**src/rtl/bank_isu_credit_ctrl_if.sv**
```systemverilog
// Handshake bundle between the bank issue queue and its read-credit manager.
// The IQ side uses the master modport; the credit manager uses the slave modport.
interface bank_isu_credit_ctrl_if #(
   parameter int CHANNEL_NUM = 4,
   parameter int CH_ID_W     = 2,
   parameter int PTR_WIDTH   = 4,
   parameter int DEPTH       = 16,
   parameter int CREDIT_W    = 4
);
   logic                                  enq_valid;
   logic [PTR_WIDTH-1:0]                  enq_ptr;
   logic                                  enq_is_read;
   logic [CH_ID_W-1:0]                    enq_ch_id;
   logic                                  deq_valid;
   logic [PTR_WIDTH-1:0]                  deq_ptr;
   logic                                  flush;
   logic [PTR_WIDTH-1:0]                  bottom_ptr;
   logic [CHANNEL_NUM-1:0]                credit_release;
   logic [DEPTH-1:0]                      credit_allow;
   logic [CHANNEL_NUM*CREDIT_W-1:0]       credit_num;
   logic [CHANNEL_NUM*(PTR_WIDTH+1)-1:0]  pending_num;
   logic                                  err;

   modport master (
      output enq_valid, enq_ptr, enq_is_read, enq_ch_id,
      output deq_valid, deq_ptr, flush, bottom_ptr, credit_release,
      input  credit_allow, credit_num, pending_num, err
   );

   modport slave (
      input  enq_valid, enq_ptr, enq_is_read, enq_ch_id,
      input  deq_valid, deq_ptr, flush, bottom_ptr, credit_release,
      output credit_allow, credit_num, pending_num, err
   );
endinterface

```
**src/rtl/bank_isu_credit_ctrl.sv**
```systemverilog
// Per-channel read-credit manager for the bank issue queue.
// Tracks free credits and credit-waiting reads per channel, grants the oldest
// waiting read (age measured from bottom_ptr) one credit per channel per cycle,
// and drives a registered per-entry issue-allow vector.
module bank_isu_credit_ctrl #(
   parameter int CHANNEL_NUM = 4,
   parameter int CH_ID_W     = 2,
   parameter int PTR_WIDTH   = 4,
   parameter int DEPTH       = 16,
   parameter int CREDIT_MAX  = 8,
   parameter int CREDIT_W    = 4
) (
   input logic                    clk,
   input logic                    rst,
   bank_isu_credit_ctrl_if.slave  bus
);
   localparam int PEND_W = PTR_WIDTH + 1;

   logic [DEPTH-1:0]     r_valid;
   logic [DEPTH-1:0]     r_is_read;
   logic [DEPTH-1:0]     r_allow;
   logic [CH_ID_W-1:0]   r_ch [DEPTH];
   logic [CREDIT_W-1:0]  r_credit [CHANNEL_NUM];
   logic [PEND_W-1:0]    r_pending [CHANNEL_NUM];
   logic                 r_err;

   logic [DEPTH-1:0]     w_valid_nxt;
   logic [DEPTH-1:0]     w_is_read_nxt;
   logic [DEPTH-1:0]     w_allow_nxt;
   logic [CH_ID_W-1:0]   w_ch_nxt [DEPTH];
   logic [CREDIT_W-1:0]  w_credit_nxt [CHANNEL_NUM];
   logic [PEND_W-1:0]    w_pending_nxt [CHANNEL_NUM];
   logic                 w_err_nxt;
   logic [CHANNEL_NUM-1:0] w_grant;
   logic [PTR_WIDTH-1:0] w_grant_slot [CHANNEL_NUM];

   // Per channel: find the oldest waiting read, scanning upward from bottom_ptr with wrap
   always_comb begin
      logic [PTR_WIDTH-1:0] idx;
      logic                 found;
      idx = '0;
      for (int unsigned c = 0; c < CHANNEL_NUM; c++) begin
         found           = 1'b0;
         w_grant_slot[c] = '0;
         if (r_pending[c] != '0 && r_credit[c] != '0) begin
            for (int unsigned i = 0; i < DEPTH; i++) begin
               idx = bus.bottom_ptr + PTR_WIDTH'(i);
               if (!found && r_valid[idx] && r_is_read[idx] && !r_allow[idx] &&
                   r_ch[idx] == CH_ID_W'(c)) begin
                  found           = 1'b1;
                  w_grant_slot[c] = idx;
               end
            end
         end
         w_grant[c] = found;
      end
   end

   // Next-state for entries, credits, pending counts and the sticky error flag
   always_comb begin
      logic [CHANNEL_NUM-1:0] enq_alloc;
      logic [CHANNEL_NUM-1:0] enq_pend;
      logic [CHANNEL_NUM-1:0] deq_pend;
      logic [CHANNEL_NUM-1:0] grant;
      int                     p;
      w_valid_nxt   = r_valid;
      w_is_read_nxt = r_is_read;
      w_allow_nxt   = r_allow;
      w_ch_nxt      = r_ch;
      w_credit_nxt  = r_credit;
      w_pending_nxt = r_pending;
      w_err_nxt     = r_err;
      enq_alloc     = '0;
      enq_pend      = '0;
      deq_pend      = '0;
      p             = 0;
      grant         = bus.flush ? '0 : w_grant;

      // A channel granting this cycle sends a new read to the back of its queue
      if (!bus.flush && bus.enq_valid && bus.enq_is_read) begin
         if (r_pending[bus.enq_ch_id] == '0 && r_credit[bus.enq_ch_id] != '0 &&
             !grant[bus.enq_ch_id])
            enq_alloc[bus.enq_ch_id] = 1'b1;
         else
            enq_pend[bus.enq_ch_id] = 1'b1;
      end

      if (bus.flush) begin
         w_valid_nxt = '0;
         w_allow_nxt = '0;
         for (int unsigned c = 0; c < CHANNEL_NUM; c++)
            w_pending_nxt[c] = '0;
      end else begin
         for (int unsigned c = 0; c < CHANNEL_NUM; c++)
            if (grant[c])
               w_allow_nxt[w_grant_slot[c]] = 1'b1;

         // Dequeue is applied before enqueue so a slot can be retired and refilled together
         if (bus.deq_valid) begin
            if (r_valid[bus.deq_ptr]) begin
               w_valid_nxt[bus.deq_ptr] = 1'b0;
               w_allow_nxt[bus.deq_ptr] = 1'b0;
               if (r_is_read[bus.deq_ptr] && !r_allow[bus.deq_ptr]) begin
                  w_err_nxt                 = 1'b1;
                  deq_pend[r_ch[bus.deq_ptr]] = 1'b1;
               end
            end else begin
               w_err_nxt = 1'b1;
            end
         end

         if (bus.enq_valid) begin
            if (r_valid[bus.enq_ptr] && !(bus.deq_valid && bus.deq_ptr == bus.enq_ptr))
               w_err_nxt = 1'b1;
            w_valid_nxt[bus.enq_ptr]   = 1'b1;
            w_is_read_nxt[bus.enq_ptr] = bus.enq_is_read;
            w_ch_nxt[bus.enq_ptr]      = bus.enq_ch_id;
            w_allow_nxt[bus.enq_ptr]   = !bus.enq_is_read || (|enq_alloc);
         end

         for (int unsigned c = 0; c < CHANNEL_NUM; c++) begin
            p = int'(r_pending[c]) + int'(enq_pend[c]) - int'(grant[c]) - int'(deq_pend[c]);
            if (p < 0) begin
               w_err_nxt        = 1'b1;
               w_pending_nxt[c] = '0;
            end else begin
               w_pending_nxt[c] = PEND_W'(p);
            end
         end
      end

      for (int unsigned c = 0; c < CHANNEL_NUM; c++) begin
         if (grant[c] || enq_alloc[c]) begin
            if (!bus.credit_release[c])
               w_credit_nxt[c] = r_credit[c] - CREDIT_W'(1);
         end else if (bus.credit_release[c]) begin
            if (r_credit[c] == CREDIT_W'(CREDIT_MAX))
               w_err_nxt = 1'b1;
            else
               w_credit_nxt[c] = r_credit[c] + CREDIT_W'(1);
         end
      end
   end

   // State registers with asynchronous reset
   always_ff @(posedge clk or posedge rst) begin
      if (rst) begin
         r_valid   <= '0;
         r_is_read <= '0;
         r_allow   <= '0;
         r_err     <= 1'b0;
         for (int unsigned i = 0; i < DEPTH; i++)
            r_ch[i] <= '0;
         for (int unsigned c = 0; c < CHANNEL_NUM; c++) begin
            r_credit[c]  <= CREDIT_W'(CREDIT_MAX);
            r_pending[c] <= '0;
         end
      end else begin
         r_valid   <= w_valid_nxt;
         r_is_read <= w_is_read_nxt;
         r_allow   <= w_allow_nxt;
         r_err     <= w_err_nxt;
         r_ch      <= w_ch_nxt;
         r_credit  <= w_credit_nxt;
         r_pending <= w_pending_nxt;
      end
   end

   assign bus.credit_allow = r_allow;
   assign bus.err          = r_err;

   for (genvar g = 0; g < CHANNEL_NUM; g++) begin : g_out
      assign bus.credit_num[g*CREDIT_W +: CREDIT_W] = r_credit[g];
      assign bus.pending_num[g*PEND_W +: PEND_W]    = r_pending[g];
   end
endmodule

```
**src/flat_wrapper.sv**
```systemverilog
// flat-port wrapper written by rule: the top's interface ports become plain ports
module bank_isu_credit_ctrl_flat 
#(
   parameter int CHANNEL_NUM = 4,
   parameter int CH_ID_W     = 2,
   parameter int PTR_WIDTH   = 4,
   parameter int DEPTH       = 16,
   parameter int CREDIT_MAX  = 8,
   parameter int CREDIT_W    = 4
)
  (clk, rst, bus_enq_valid, bus_enq_ptr, bus_enq_is_read, bus_enq_ch_id, bus_deq_valid, bus_deq_ptr, bus_flush, bus_bottom_ptr, bus_credit_release, bus_credit_allow, bus_credit_num, bus_pending_num, bus_err);
  bank_isu_credit_ctrl_if #(.CHANNEL_NUM(CHANNEL_NUM), .CH_ID_W(CH_ID_W), .PTR_WIDTH(PTR_WIDTH), .DEPTH(DEPTH), .CREDIT_W(CREDIT_W)) bus_i ();
  input logic clk;
  input logic rst;
  input wire logic [$bits(bus_i.enq_valid)-1:0] bus_enq_valid;
  input wire logic [$bits(bus_i.enq_ptr)-1:0] bus_enq_ptr;
  input wire logic [$bits(bus_i.enq_is_read)-1:0] bus_enq_is_read;
  input wire logic [$bits(bus_i.enq_ch_id)-1:0] bus_enq_ch_id;
  input wire logic [$bits(bus_i.deq_valid)-1:0] bus_deq_valid;
  input wire logic [$bits(bus_i.deq_ptr)-1:0] bus_deq_ptr;
  input wire logic [$bits(bus_i.flush)-1:0] bus_flush;
  input wire logic [$bits(bus_i.bottom_ptr)-1:0] bus_bottom_ptr;
  input wire logic [$bits(bus_i.credit_release)-1:0] bus_credit_release;
  output wire logic [$bits(bus_i.credit_allow)-1:0] bus_credit_allow;
  output wire logic [$bits(bus_i.credit_num)-1:0] bus_credit_num;
  output wire logic [$bits(bus_i.pending_num)-1:0] bus_pending_num;
  output wire logic [$bits(bus_i.err)-1:0] bus_err;
  assign bus_i.enq_valid = bus_enq_valid;
  assign bus_i.enq_ptr = bus_enq_ptr;
  assign bus_i.enq_is_read = bus_enq_is_read;
  assign bus_i.enq_ch_id = bus_enq_ch_id;
  assign bus_i.deq_valid = bus_deq_valid;
  assign bus_i.deq_ptr = bus_deq_ptr;
  assign bus_i.flush = bus_flush;
  assign bus_i.bottom_ptr = bus_bottom_ptr;
  assign bus_i.credit_release = bus_credit_release;
  assign bus_credit_allow = bus_i.credit_allow;
  assign bus_credit_num = bus_i.credit_num;
  assign bus_pending_num = bus_i.pending_num;
  assign bus_err = bus_i.err;
  bank_isu_credit_ctrl #(.CHANNEL_NUM(CHANNEL_NUM), .CH_ID_W(CH_ID_W), .PTR_WIDTH(PTR_WIDTH), .DEPTH(DEPTH), .CREDIT_MAX(CREDIT_MAX), .CREDIT_W(CREDIT_W)) u_core (.clk(clk), .rst(rst), .bus(bus_i));
endmodule
```
**config.mk**
```make
export PLATFORM = sky130hd
export DESIGN_NAME = bank_isu_credit_ctrl_flat
export DESIGN_NICKNAME = d
export VERILOG_FILES = /design/src/rtl/bank_isu_credit_ctrl_if.sv /design/src/rtl/bank_isu_credit_ctrl.sv /design/src/flat_wrapper.sv
export SDC_FILE = /design/constraint.sdc
export NUM_CORES = 1
export LEC_CHECK = 0
export BUFFER_PORTS_ARGS = -buffer_cell sky130_fd_sc_hd__buf_2
export CORE_ASPECT_RATIO = 2
export CORE_MARGIN = 3
export CORE_UTILIZATION = 60
export CTS_BUF_LIST = sky130_fd_sc_hd__clkbuf_2
export CTS_CLUSTER_DIAMETER = 120
export DETAILED_ROUTE_END_ITERATION = 10
export GPL_TIMING_DRIVEN = 1
export PLACE_DENSITY_LB_ADDON = 0.1
export SLEW_MARGIN = 20
export SYNTH_ARGS = -nofsm -noshare
export SYNTH_HDL_FRONTEND = slang
export SYNTH_SLANG_ARGS = --single-unit
```
**constraint.sdc**
```tcl
create_clock -name clk -period 5.65 [get_ports clk]
set_input_delay 0.565 -clock clk [delete_from_list [all_inputs] [get_ports clk]]
set_output_delay 0.565 -clock clk [all_outputs]
set_load 0.005 [all_outputs]
```
==> results of run 1 <==
-- Yosys cell counts (all sizes together), types with 13 or more instances --
cell     instances
nand3           89
o21bai          13
and4            13
xor2            29
and3            30
a21oi           81
mux2            72
nor2           167
clkbuf          83
nor4b           13
o211ai          33
xnor2           19
o2111ai         14
a31oi           33
a21o            19
or2             17
or3             19
a22oi           21
nand2b          45
nor2b           49
nor4            20
dfrtp          113
ha              27
mux4           124
nand2          140
nand4           41
mux2i           38
o21ai           80
nor3            73
a211oi          14
buf             49
a221oi          13
and2            23
inv             41
-- routing by layer --
metal | overflow | track usage
met2 | 149 | 0.888
met4 | 83 | 0.657
met3 | 7 | 0.542
met5 | 4 | 0.158
met1 | 2 | 0.706
-- kinds of logic after synthesis --
kind of cell,after synthesis
adders and majority gates,35
DFF,117
and+or+nand+nor,810
xor gates and xnor gates,48
muxes,234
AOI/OAI and AO/OA,501
buffers and inverters,173
-- repair_timing --
item                       CTS
setup endpoints to repair    0
hold buffers                 1
hold endpoints to repair    69
-- metrics by stage --
| step | utilization | hold WS, ps |
|---|---|---|
| 2_1_floorplan | - | 496 |
| 3_3_place_gp | 0.704 | 495 |
| 3_5_place_dp | 0.704 | 503 |
| 4_1_cts | 0.714 | 101 |
==> results.tsv, run 1 <==
stage	metric	value	unit
synth	Seq cells post-synth	117	
clock_network	Post-CTS Setup Bufs	0	
placed_design	area post-placement	19100	µm²
synth	sequential area share after synthesis	0.176	
synth	Synth Area in Adders	0.0298	
synth	multiplexer share of the synthesized area	0.240	
clock_network	CTS Buf Count	17	
die	Starting Density	0.615	
die	die width	124	µm
synth	Distinct cells, synth	109	
clock_network	Clock Sinks	117	
clock_network	CTS Buffer Depth	2	
clock_network	Root Buffer	clkbuf_2	
die	boundary pin count	77	
global_route	vias in the first global route	22400	
synth	simple-gate share of the synthesized area	0.261	
synth	largest family of logic cells by synthesized area	simple AND/OR/NAND/NOR gates	
global_route	largest net degree at the start of global routing	73	
synth	syn_nets	1977	
synth	Mapped Avg Cell Area	8.70	µm²
die	Die Ht	242	µm
synth	Compound-Gate Fraction of Synth Area	0.219	
placed_design	HPWL Detailed	66400	µm
synth	yosys warns	0	
global_route	first-pass GRT wire length	160000	µm
die	row cnt	85	
global_route	Total Routing Usage GR	0.705	
synth	Main synth FF type	dfrtp_1	
placed_design	Place WS	-103	ps
synth	top cell type's share of synthesized area	0.169	
status	stop err	[ERROR GRT-0116] Global routing finished with congestion. Check the congestion regions in the DRC Viewer.	
synth	Syn Inst Count	1918	
placed_design	PortBufs	76	
status	failing step	global routing (5_1_grt)	
clock_network	CTS H-Tree Depth	4	
synth	Async S/R FF share, synth	1.00	
synth	Syn Std Cell Area	16700	µm²
synth	EDFF count, synth	0	
synth	ranking of synthesized cells by area	dfrtp_1, mux4_2, mux2_2, nor2_1, nand2_1	
synth	post-synthesis xor/xnor area fraction	0.0252	
status	status	did not finish	
clock_network	Post-CTS Resized	0	
global_route	gr ovfl total	245	
synth	Synth area leader	dfrtp_1	
placed_design	gpl congestion	1.28	
placed_design	# placed instances	2481	
==> run 2: changes to the inputs <==
--- a/config.mk
+++ b/config.mk
@@ -6,14 +6,11 @@
 export NUM_CORES = 1
 export LEC_CHECK = 0
 export BUFFER_PORTS_ARGS = -buffer_cell sky130_fd_sc_hd__buf_2
-export CORE_ASPECT_RATIO = 2
 export CORE_MARGIN = 3
-export CORE_UTILIZATION = 60
-export CTS_BUF_LIST = sky130_fd_sc_hd__clkbuf_2
-export CTS_CLUSTER_DIAMETER = 120
+export CORE_UTILIZATION = 40
 export DETAILED_ROUTE_END_ITERATION = 10
 export GPL_TIMING_DRIVEN = 1
-export PLACE_DENSITY_LB_ADDON = 0.1
+export PLACE_DENSITY_LB_ADDON = 0.15
 export SLEW_MARGIN = 20
 export SYNTH_ARGS = -nofsm -noshare
 export SYNTH_HDL_FRONTEND = slang
==> run 2 against run 1 <==
Effect of this change:
- the run now ends clean
- area after synthesis unchanged
- synthesized cell count did not move
==> results.tsv, run 2 <==
stage	metric	value	unit	change
die	boundary pin count	77		unchanged
global_route	M3 GR Usage	0.0662		
min_path	HP Class	input port to asynchronous set/reset pin		
worst_setup_path	Crit Path Category	input port to flip-flop		
finish	Finished Layout Cells	2678		
drt	vias	18900		
synth	most common cell in the netlist	nor2_1		
synth	top cell type's share of synthesized area	0.169		unchanged
timing	fin crit period	5420	ps	
global_route	antenna violations before repair	0		
pwr	Sw Pwr	2250	µW	
finish	Largest Register	u_core.r_ch		
synth	Synth area leader	dfrtp_1		
drt	post-route antenna net violation count	0		
global_route	gr ovfl total	0		
synth	sequential area share after synthesis	0.176		unchanged
die	die width	210	µm	+70%
timing	Max Slew Vio Count	0		
synth	Distinct cells, synth	109		unchanged
timing	Rel. slew slack	0.220		
clock_network	Post-CTS Setup Bufs	0		unchanged
die	die area	44200	µm²	
global_route	met2 usage	0.545		
die	Die Ht	210	µm	-13%
pwr	Clock power frac	0.213		
global_route	GR Util met1	0.476		
finish	share of layout cells above drive strength 1	0.292		
clock_network	Clock Sinks	117		unchanged
placed_design	area post-placement	19200	µm²	+0.79%
synth	ranking of synthesized cells by area	dfrtp_1, mux4_2, mux2_2, nor2_1, nand2_1		
drt	drt drc	0		
synth	Main synth FF type	dfrtp_1		
worst_setup_path	crit-path max FO	19		
worst_setup_path	CP cell instances	buf_2 -> inv_8 -> ha_4 -> buf_12 -> mux4_2 -> nand4_1 -> nand4_1 -> and2_1 -> a21o_1 -> nor4b_2 -> buf_4 -> nand3_1 -> o21ai_0 -> mux2i_1 -> a311o_1 -> nor2b_1 -> a221oi_1 -> buf_4 -> o221ai_1		
synth	Seq cells post-synth	117		unchanged
clock_network	CTS Buffer Depth	2		unchanged
global_route	vias in the first global route	17800		
drt	Total Routed Length	80000	µm	
worst_setup_path	crit path buf inv count	5		
worst_setup_path	startpoint type of the worst setup path	input port		
die	Core Area	41000	µm²	
clock_network	CTS Buf Count	17		unchanged
timing	Setup TNS Final	0	ps	
pwr	P_int	2780	µW	
finish	Nets	2190		
pwr	P_leak	0.00806	µW	
worst_setup_path	worst endpoint data arrival time	5730	ps	
worst_setup_path	FF-to-FF setup slack	390	ps	
synth	Syn Std Cell Area	16700	µm²	unchanged
timing	Fmax	184	MHz	
timing	Fin Clk Skew	8.29	ps	
die	row cnt	74		-13%
synth	Async S/R FF share, synth	1.00		unchanged
clock_network	CTS H-Tree Depth	4		unchanged
worst_setup_path	reg2reg end	u_core.bus.credit_allow[5]		
die	Starting Density	0.407		-0.209
timing	period utilization	0.960		
placed_design	# placed instances	2644		+6.6%
timing	min setup slack post-route	225	ps	
timing	RSZ-0062 raised after global routing	false		
pwr	sw frac	0.448		
clock_network	hold buffer count at cts	0		-1
synth	Syn Inst Count	1918		unchanged
placed_design	PortBufs	76		unchanged
synth	Mapped Avg Cell Area	8.70	µm²	unchanged
timing	Fin. Hold Viols	0		
global_route	largest net degree at the start of global routing	68		
global_route	Total Routing Usage GR	0.355		
pwr	Cell Pwr Density	254	nW/µm²	
drt	Initial DRC Count	2350		
global_route	Most Crowded Layer GR	met2		
placed_design	gpl congestion	1.10		-14%
pwr	peak supply drop	0.000222	V	
clock_network	CTS tree	built		
clock_network	worst skew pair latency	440	ps	
drt	Avg WL per Cell	29.9	µm	
finish	most frequent cells in the layout	buf_4, nor2_1, nand2_1		
clock_network	Root Buffer	clkbuf_16		
placed_design	HPWL Detailed	63100	µm	-5.0%
worst_setup_path	CP peak stage delay	580	ps	
worst_setup_path	CP top delay family	simple AND/OR/NAND/NOR gates		
worst_setup_path	crit end category	flip-flop		
status	status	finished clean		
worst_setup_path	slowest CP cell	mux4_2		
worst_setup_path	worst r2r src	u_core.bus.credit_allow[6]		
drt	vias per cell	7.04		
synth	most frequent cells after synthesis	nor2_1, nand2_1, mux4_2, dfrtp_1, nand3_1		
clock_network	Post-CTS Resized	0		unchanged
run	Max-Cap Viols	0		
clock_network	clock slew at reported path FFs	60	ps	
worst_setup_path	CP required	5950	ps	
timing	Worst Tran Pin Value	1160	ps	
synth	EDFF count, synth	0		unchanged
synth	syn_nets	1977		unchanged
finish	area grow syn2layout	18.7	%	
pwr	Gate power share	0.520		
finish	final instance area	19800	µm²	
placed_design	Place WS	-23.2	ps	+79.4 ps
synth	yosys warns	0		unchanged
pwr	Flop pwr share	0.266		
finish	number of flip-flops under the largest register name	32		
finish	most common cell after layout, fill and taps aside	buf_4		
timing	setup violators final	0		
drt	Pre-antenna DRT Iters	5		
worst_setup_path	cells on worst reg2reg path	17		
global_route	first-pass GRT wire length	117000	µm	
==> run 2: cell counts after synthesis <==
Identical to the previous run, type by type.
==> run 2: per-stage QoR <==
stage	total power, µW	hold slack [ps]	util
6_report	5030	293	0.483
3_3_place_gp	3820	501	0.469
3_5_place_dp	3870	504	0.469
2_1_floorplan	2820	496	-
4_1_cts	4960	314	0.483
5_1_grt	5270	355	0.483
==> run 2: logic make-up after synthesis <==
logic type / synth area share
AND/OR/NAND/NOR: 0.261
AO/OA/AOI/OAI: 0.219
multiplexers: 0.240
buffers and inverters: 0.0493
flip-flops: 0.176
XOR/XNOR: 0.0252
adder cells (fa/ha/maj): 0.0298
==> run 2: routing by layer <==
| layer | up-vias | wire length [µm] | part of all wire |
|---|---|---|---|
| li1 | 8048 | - | - |
| met1 | 9217 | 31700 | 0.40 |
| met2 | 1301 | 34600 | 0.43 |
| met3 | 292 | 8220 | 0.10 |
| met4 | 0 | 5520 | 0.069 |
| met5 | - | 0 | 0 |
==> run 2: power groups by stage <==
stage | sequential [µW] | clock, µW | combinational, µW
5_1_grt | 1360 | 1120 | 2790
6_report | 1340 | 1070 | 2620
2_1_floorplan | 1190 | 0 | 1630
3_5_place_dp | 1330 | 0 | 2540
4_1_cts | 1310 | 1090 | 2560
3_3_place_gp | 1310 | 0 | 2510
==> run 2: area by class of cell <==
cell class | count | area [µm²]
fill | 3933 | 21200
multi-input combinational | 1628 | 13100
sequential | 117 | 2930
timing repair buffer | 326 | 2390
tap | 532 | 666
clock buffer | 18 | 429
inverter | 41 | 169
clock inverter | 14 | 143
antenna | 2 | 5.00
==> run 2: worst max path at each step <==
stage,start,to,slack [ps],depth (start not counted)
after floorplan,bus_bottom_ptr[1],u_core.bus.credit_num[3],-1,26
after global placement,bus_bottom_ptr[1],u_core.bus.credit_allow[5],-40,19
after detailed placement,bus_bottom_ptr[1],u_core.bus.err,-20,21
after CTS,bus_bottom_ptr[1],u_core.bus.err,420,21
after global routing,bus_bottom_ptr[1],u_core.bus.credit_allow[7],100,17
final,bus_bottom_ptr[1],u_core.bus.credit_allow[5],230,19
(Power assumes the default switching activity.)
